--- config.mk ---
export PLATFORM = sky130hd
export DESIGN_NAME = ysyx_csr_file
export DESIGN_NICKNAME = d
export VERILOG_FILES = /design/src/rtl/ysyx_csr_file.sv
export SDC_FILE = /design/constraint.sdc
export NUM_CORES = 1
export LEC_CHECK = 0
export BUFFER_PORTS_ARGS = -buffer_cell sky130_fd_sc_hd__clkbuf_2
export CORE_ASPECT_RATIO = 1.1
export CORE_UTILIZATION = 47
export DETAILED_ROUTE_END_ITERATION = 8
export HOLD_SLACK_MARGIN = 0.05
export PLACE_DENSITY = 0.72
export SYNTH_ARGS = -nofsm -noshare
export SYNTH_HDL_FRONTEND = slang
export SYNTH_SLANG_ARGS = --single-unit
export TNS_END_PERCENT = 1
--- constraint.sdc ---
create_clock -name clk -period 2.59 [get_ports clk]
set_input_delay 0.3885 -clock clk [delete_from_list [all_inputs] [get_ports clk]]
set_output_delay 0.3885 -clock clk [all_outputs]
set_load 0.02 [all_outputs]
--- src/rtl/ysyx_csr_file.sv ---
// Machine-mode CSR file for the RV64 core. It implements mstatus, mtvec,
// mepc and mcause, with combinational Zicsr reads and ECALL trap side effects.
// The optional mscratch (0x340) is built only when CSR_MSCRATCH_EN is defined.
module ysyx_csr_file #(
  parameter int XLEN = 64
) (
  input  logic            clk,
  input  logic            rst,
  input  logic            Csrwen,
  input  logic [2:0]      CsrOp,
  input  logic [11:0]     CsrId,
  input  logic [XLEN-1:0] datain,
  input  logic            Ecall,
  input  logic [XLEN-1:0] epc_in,
  output logic [XLEN-1:0] csrres,
  output logic [XLEN-1:0] mtvec_o,
  output logic [XLEN-1:0] mepc_o
);

  localparam logic [11:0] ADDR_MSTATUS  = 12'h300;
  localparam logic [11:0] ADDR_MTVEC    = 12'h305;
  localparam logic [11:0] ADDR_MSCRATCH = 12'h340;
  localparam logic [11:0] ADDR_MEPC     = 12'h341;
  localparam logic [11:0] ADDR_MCAUSE   = 12'h342;

  localparam logic [XLEN-1:0] MSTATUS_RST = XLEN'(64'h0000_000A_0000_1800);
  localparam logic [XLEN-1:0] CAUSE_ECALL = XLEN'(11);

  typedef enum logic [1:0] {
    FN_NONE = 2'b00,
    FN_RW   = 2'b01,
    FN_RS   = 2'b10,
    FN_RC   = 2'b11
  } csr_fn_e;

  logic [XLEN-1:0] r_mstatus;
  logic [XLEN-1:0] r_mtvec;
  logic [XLEN-1:0] r_mepc;
  logic [XLEN-1:0] r_mcause;
`ifdef CSR_MSCRATCH_EN
  logic [XLEN-1:0] r_mscratch;
`endif

  csr_fn_e         w_fn;
  logic            w_wr;
  logic [XLEN-1:0] w_old;
  logic [XLEN-1:0] w_new;
  logic [XLEN-1:0] w_mstatus_trap;

  // The register and immediate forms share a function. Bit 2 only selects
  // where the operand came from, and the caller has already resolved that.
  assign w_fn = csr_fn_e'(CsrOp[1:0]);
  assign w_wr = Csrwen && (w_fn != FN_NONE);

  // Read the old value of the addressed CSR. Unimplemented ids read as zero.
  always_comb begin
    w_old = '0;
    unique case (CsrId)
      ADDR_MSTATUS:  w_old = r_mstatus;
      ADDR_MTVEC:    w_old = r_mtvec;
      ADDR_MEPC:     w_old = r_mepc;
      ADDR_MCAUSE:   w_old = r_mcause;
`ifdef CSR_MSCRATCH_EN
      ADDR_MSCRATCH: w_old = r_mscratch;
`endif
      default:       w_old = '0;
    endcase
  end

  // Compute the read/modify/write result from the old value and the operand.
  always_comb begin
    w_new = w_old;
    unique case (w_fn)
      FN_RW:   w_new = datain;
      FN_RS:   w_new = w_old | datain;
      FN_RC:   w_new = w_old & ~datain;
      default: w_new = w_old;
    endcase
  end

  // Trap entry on mstatus: MPIE takes MIE, MIE is cleared and MPP is set to M.
  always_comb begin
    w_mstatus_trap        = r_mstatus;
    w_mstatus_trap[7]     = r_mstatus[3];
    w_mstatus_trap[3]     = 1'b0;
    w_mstatus_trap[12:11] = 2'b11;
  end

  // mstatus: an ECALL overrides a CSR write on the same edge.
  always_ff @(posedge clk or negedge rst) begin
    if (!rst)                                r_mstatus <= MSTATUS_RST;
    else if (Ecall)                          r_mstatus <= w_mstatus_trap;
    else if (w_wr && CsrId == ADDR_MSTATUS)  r_mstatus <= w_new;
  end

  // mtvec: updated only by CSR writes, including during an ECALL.
  always_ff @(posedge clk or negedge rst) begin
    if (!rst)                                r_mtvec <= '0;
    else if (w_wr && CsrId == ADDR_MTVEC)    r_mtvec <= w_new;
  end

  // mepc: an ECALL captures the PC of the trapping instruction.
  always_ff @(posedge clk or negedge rst) begin
    if (!rst)                                r_mepc <= '0;
    else if (Ecall)                          r_mepc <= epc_in;
    else if (w_wr && CsrId == ADDR_MEPC)     r_mepc <= w_new;
  end

  // mcause: an ECALL records the environment call from M-mode.
  always_ff @(posedge clk or negedge rst) begin
    if (!rst)                                r_mcause <= '0;
    else if (Ecall)                          r_mcause <= CAUSE_ECALL;
    else if (w_wr && CsrId == ADDR_MCAUSE)   r_mcause <= w_new;
  end

`ifdef CSR_MSCRATCH_EN
  // mscratch: a plain scratch register that an ECALL does not change.
  always_ff @(posedge clk or negedge rst) begin
    if (!rst)                                r_mscratch <= '0;
    else if (w_wr && CsrId == ADDR_MSCRATCH) r_mscratch <= w_new;
  end
`endif

  assign csrres  = w_old;
  assign mtvec_o = r_mtvec;
  assign mepc_o  = r_mepc;

endmodule

[Yosys cells after proc, flatten, opt, wreduce, memory -nomap -nowiden]
Cells that the tools add are included.
Cells by class
  eq/ne operators: 7
  mux-type cells: 8
  bitwise operators: 4
  reduce and logical (&&, ||, !) cells: 10
Operators with widths (number)
  two-way mux 64 bit: 4
  case mux 64 bit (4 select lines): 1
  case mux 64 bit (3 select lines): 1
  bitwise AND 64 bit: 1
  inverter 64 bit: 1
  OR 64 bit: 1
  == test 12 x 10 -> 1 bit, second input constant: 4
  two-way mux 13 bit: 2
  nonzero test 2 bit: 4
  logical AND 1 bit: 5
  == test 2 bit, second input constant: 2
  == test 2 x 1 -> 1 bit, second input constant: 1
  AND reduction 2 bit: 1
  inverter 1 bit: 1
Storage, ports and cells
  register bits: 256
  output and inout port bits: 192
  word-level logic and storage cells: 34

[Depth between registers and ports, before layout]
  word-level depth: 6
  gate-level depth with buffers: 8
  gate-level depth less buffers: 5

[Worst setup path before layout]
No wires, ideal clock.
  path type: in2out
  start: input port CsrId[2]
  end: output port csrres[0]
  data arrival time: 1.937 ns
  required time: 2.202 ns
  slack: 0.265 ns
  stages on the path: 7
  buffers on the path: 3
  cells stage by stage: clkbuf_1 -> and2_1 -> clkbuf_1 -> clkbuf_1 -> a22oi_1 -> o22ai_1 -> nor2b_1
On the way
  longest elaborated chain between the ends: 2
  elaborated cells on any way between the ends: 5
Ends and longest elaborated chain
  start: declaration: RTL line 11  | input logic [11:0] CsrId,
  == test 12 x 10 -> 1 bit: RTL line 58  | unique case (CsrId)
  case mux 64 bit (4 select lines) *: RTL line 58
  end: declaration: RTL line 15  | output logic [XLEN-1:0] csrres,
Every way passes the cells marked *; elsewhere a longest branch is shown, timed or not.

[Worst setup path after layout]
  start: input port CsrId[0]
  end: output port csrres[29]
The elaborated chain is that of the path after synthesis.

==> impl_metrics.py <==
metrics = {
    "detailed_routing": {
        "drt_iter0_markers": 1271,
        "wl_mm": 45.6,
        "first_pass_iters": 6,
        "postRouteAntennaNets": 0,
        "via_per_inst": 6.28,
        "vias": 13100,
        "drc_errors": 0,
        "avgRoutedWirePerCell_um": 21.9,
    },
    "placed_design": {
        "place_inst": 2033,
        "portBuffers": 337,
        "place_congestion": 0.841,
        "place_area_mm2": 0.0156,
        "hpwl_mm": 29.0,
    },
    "sta": {
        "slew_violations": 0,
        "hold_viol": 0,
        "fin_crit_sh_pct": 92.3,
        "setup_viol": 0,
        "rsz0062_at_grt": "false",
        "fmax_mhz": 418,
        "worstMarginPinSlew_ps": 705,
        "fin_tns_setup_ps": 0,
        "fin_skew_ps": 8.43,
        "slew_headroom_pct": 53.0,
        "fin_crit_ps": 2390,
    },
    "synthesis": {
        "ys.flop_type": "dfrtp_1",
        "ys_async_sr_fraction_pct": 100,
        "synth_top_family_by_area": "compound AO/OA/AOI/OAI gates",
        "synthAdderAreaFrac_pct": 0,
        "synth_cell_types": 50,
        "synth_simple_gate_area_share_pct": 13.6,
        "syn_area_mm2": 0.0131,
        "netlist.area_leader.share_pct": 48.0,
        "synth_xor_xnor_area_share_pct": 0.0667,
        "avgSynthCellArea_um2": 9.26,
        "synth-edff-count": 0,
        "synth-seq-area-share_pct": 48.8,
        "synth-compound-area-share_pct": 30.9,
        "ys_top_cells_by_area": "dfrtp_1 48%, a22oi_1 11%, o21ai_0 4.8%, nor2_1 3.8%, clkbuf_1 3.3%",
        "post-synth-top-count-cell": "dfrtp_1",
        "ys_seq_elements": 256,
        "synth.area.mux_share_pct": 0.162,
        "synthTopCellsByCount": "252 x dfrtp_1, 184 x a22oi_1, 132 x nor2_1, 127 x o21ai_0, 117 x clkbuf_1",
        "syn-num-nets": 1566,
        "syn_inst": 1419,
        "ys_warn_count": 0,
        "netlist.top_cell.by_area": "dfrtp_1",
    },
    "cells_and_area": {
        "drive_gt1_share_pct": 28.9,
        "finalInstanceArea_mm2": 0.0165,
        "fin_nets": 1853,
        "final_cells": 2084,
        "n_fill_cell": 2335,
        "area_delta_synth_final_pct": 25.5,
    },
    "cts": {
        "clk_latency_ps": 540,
        "post_cts_buffers": 0,
        "numCtsBuffers": 27,
        "cts.clk_slew.worst_paths_ps": 60,
        "cts_tree": "yes",
        "cts_htree_levels": 1,
        "cts_resized": 0,
        "clock_sinks": 256,
        "cts_max_path_buffers": 3,
        "root_buffer": "clkbuf_16",
    },
    "critical_path": {
        "path_class": "in2out",
        "required_ps": 2200,
        "cp.arrival_ps": 2000,
        "end_kind": "primary output",
        "cp_max_fo": 41,
        "cp-start-kind": "input port",
    },
    "floorplan": {
        "io_pins": 339,
        "start_util_pct": 48.3,
        "die_h_um": 177,
        "fp.coreArea_mm2": 0.0272,
        "fp.dieW_um": 161,
        "rows": 63,
        "die-area_mm2": 0.0286,
    },
    "global_routing": {
        "grt_pass1_vias": 12800,
        "grt_pass1_wl_mm": 70.5,
        "grt.total_usage_pct": 31.3,
        "antenna_found_initial": 3,
        "grt_max_degree": 96,
        "grt_overflow": 0,
    },
    "power": {
        "p_per_area_mw_per_mm2": 561,
        "ir_worst_vdd_v": 0.000404,
        "p_leak_nw": 7.26,
        "finalPower_w": 0.00925,
    },
    "flow_run": {
        "max_cap_viol_count": 0,
    },
    "hold_path": {
        "hold_class": "in2reg",
    },
    "status": {
        "outcome": "finished clean",
    },
}
-- worst max-delay path: stages --
cell and delay [ps]:
clkbuf_2 290, and2_2 280, buf_12 270, a22oi_1 130, o22ai_1 180, nor2b_1 250, clkbuf_2 210
-- layout by cell type (no fill, tap or decap), types with 55 or more instances in the layout --
cell	netlist	layout
a211oi_1	55	55
a21oi_1	68	68
o22ai_1	59	59
o21ai_0	127	127
nor3_1	63	62
inv_1	60	60
nor2_1	132	131
clkbuf_2	2	335
dfrtp_1	252	252
nor2b_1	69	67
a22oi_1	184	184
nand2_1	70	69
-- repair_timing --
| item | 4_1_cts | 5_1_grt |
|---|---|---|
| hold endpoints to repair | 72 | 0 |
| hold buffers | 1 | 0 |
| setup endpoints to repair | 0 | 0 |
-- through the flow --
stage	util, %	hold slack (ps)	setup slack, ps
2_1_floorplan	-	92.9	265
3_3_place_gp	57.2	443	60.5
3_5_place_dp	57.2	450	20.6
4_1_cts	60.6	76.7	208
5_1_grt	60.6	89.5	90.0
6_report	60.6	89.3	198
-- sequential cells by signal, summed over array words and instances, names as in the netlist --
| signal | count |
|---|---|
| mtvec_o | 64 |
| r_mcause | 64 |
| r_mstatus | 64 |
| mepc_o | 64 |
-- path summary, 6_finish.rpt --
kind | endpoint | cells after the start | from | slack, ps
max reg2reg | r_mstatus[3]$_DFFE_PN0P_ | 5 | r_mstatus[3]$_DFFE_PN0P_ | 920
min in group asynchronous | mepc_o[48]$_DFFE_PN0P_ | 2 | rst | 450
max | csrres[29] | 7 | CsrId[0] | 200
max in group asynchronous | mepc_o[58]$_DFFE_PN0P_ | 3 | rst | 1340
min | mepc_o[56]$_DFFE_PN0P_ | 3 | epc_in[56] | 90
min reg2reg | r_mstatus[33]$_DFFE_PN1P_ | 2 | r_mstatus[33]$_DFFE_PN1P_ | 500
-- cells by family (layout without fill, tap and decap cells) --
logic type,after synthesis,count (layout)
flops,256,256
simple gates,371,371
other cells,0,2
mux,2,2
buf+inv,207,513
compound gates,582,582
xor+xnor,1,1
-- metal layers --
layer,wire [um],global-route usage (%),vias to the layer above
met5,13,0,-
met4,2000,15.3,2
met3,4160,5.16,118
met2,21300,50.7,748
met1,18100,40.7,6393
li1,-,-,5823
-- report_power, final --
group | internal (W) | switching [W] | total [W] | leakage, nW
Combinational | 0.000393 | 0.000724 | 0.00112 | 3.45
Sequential | 0.00410 | 0.0000904 | 0.00419 | 3.37
Clock | 0.00236 | 0.00159 | 0.00395 | 0.448
-- final cells by class --
cell class              instances  area (um^2)  area share, %
diodes                          2         5.00         0.0304
clock buffers                  42          822           4.99
clock inverters                 6         80.1          0.486
inverters                      60          225           1.37
multi-input cells             956         5940           36.0
flip-flops and latches        256         6410           38.9
well taps                     357          447           2.71
repair buffers                405         2550           15.5
Note: power is estimated with default switching activity, not from simulation.
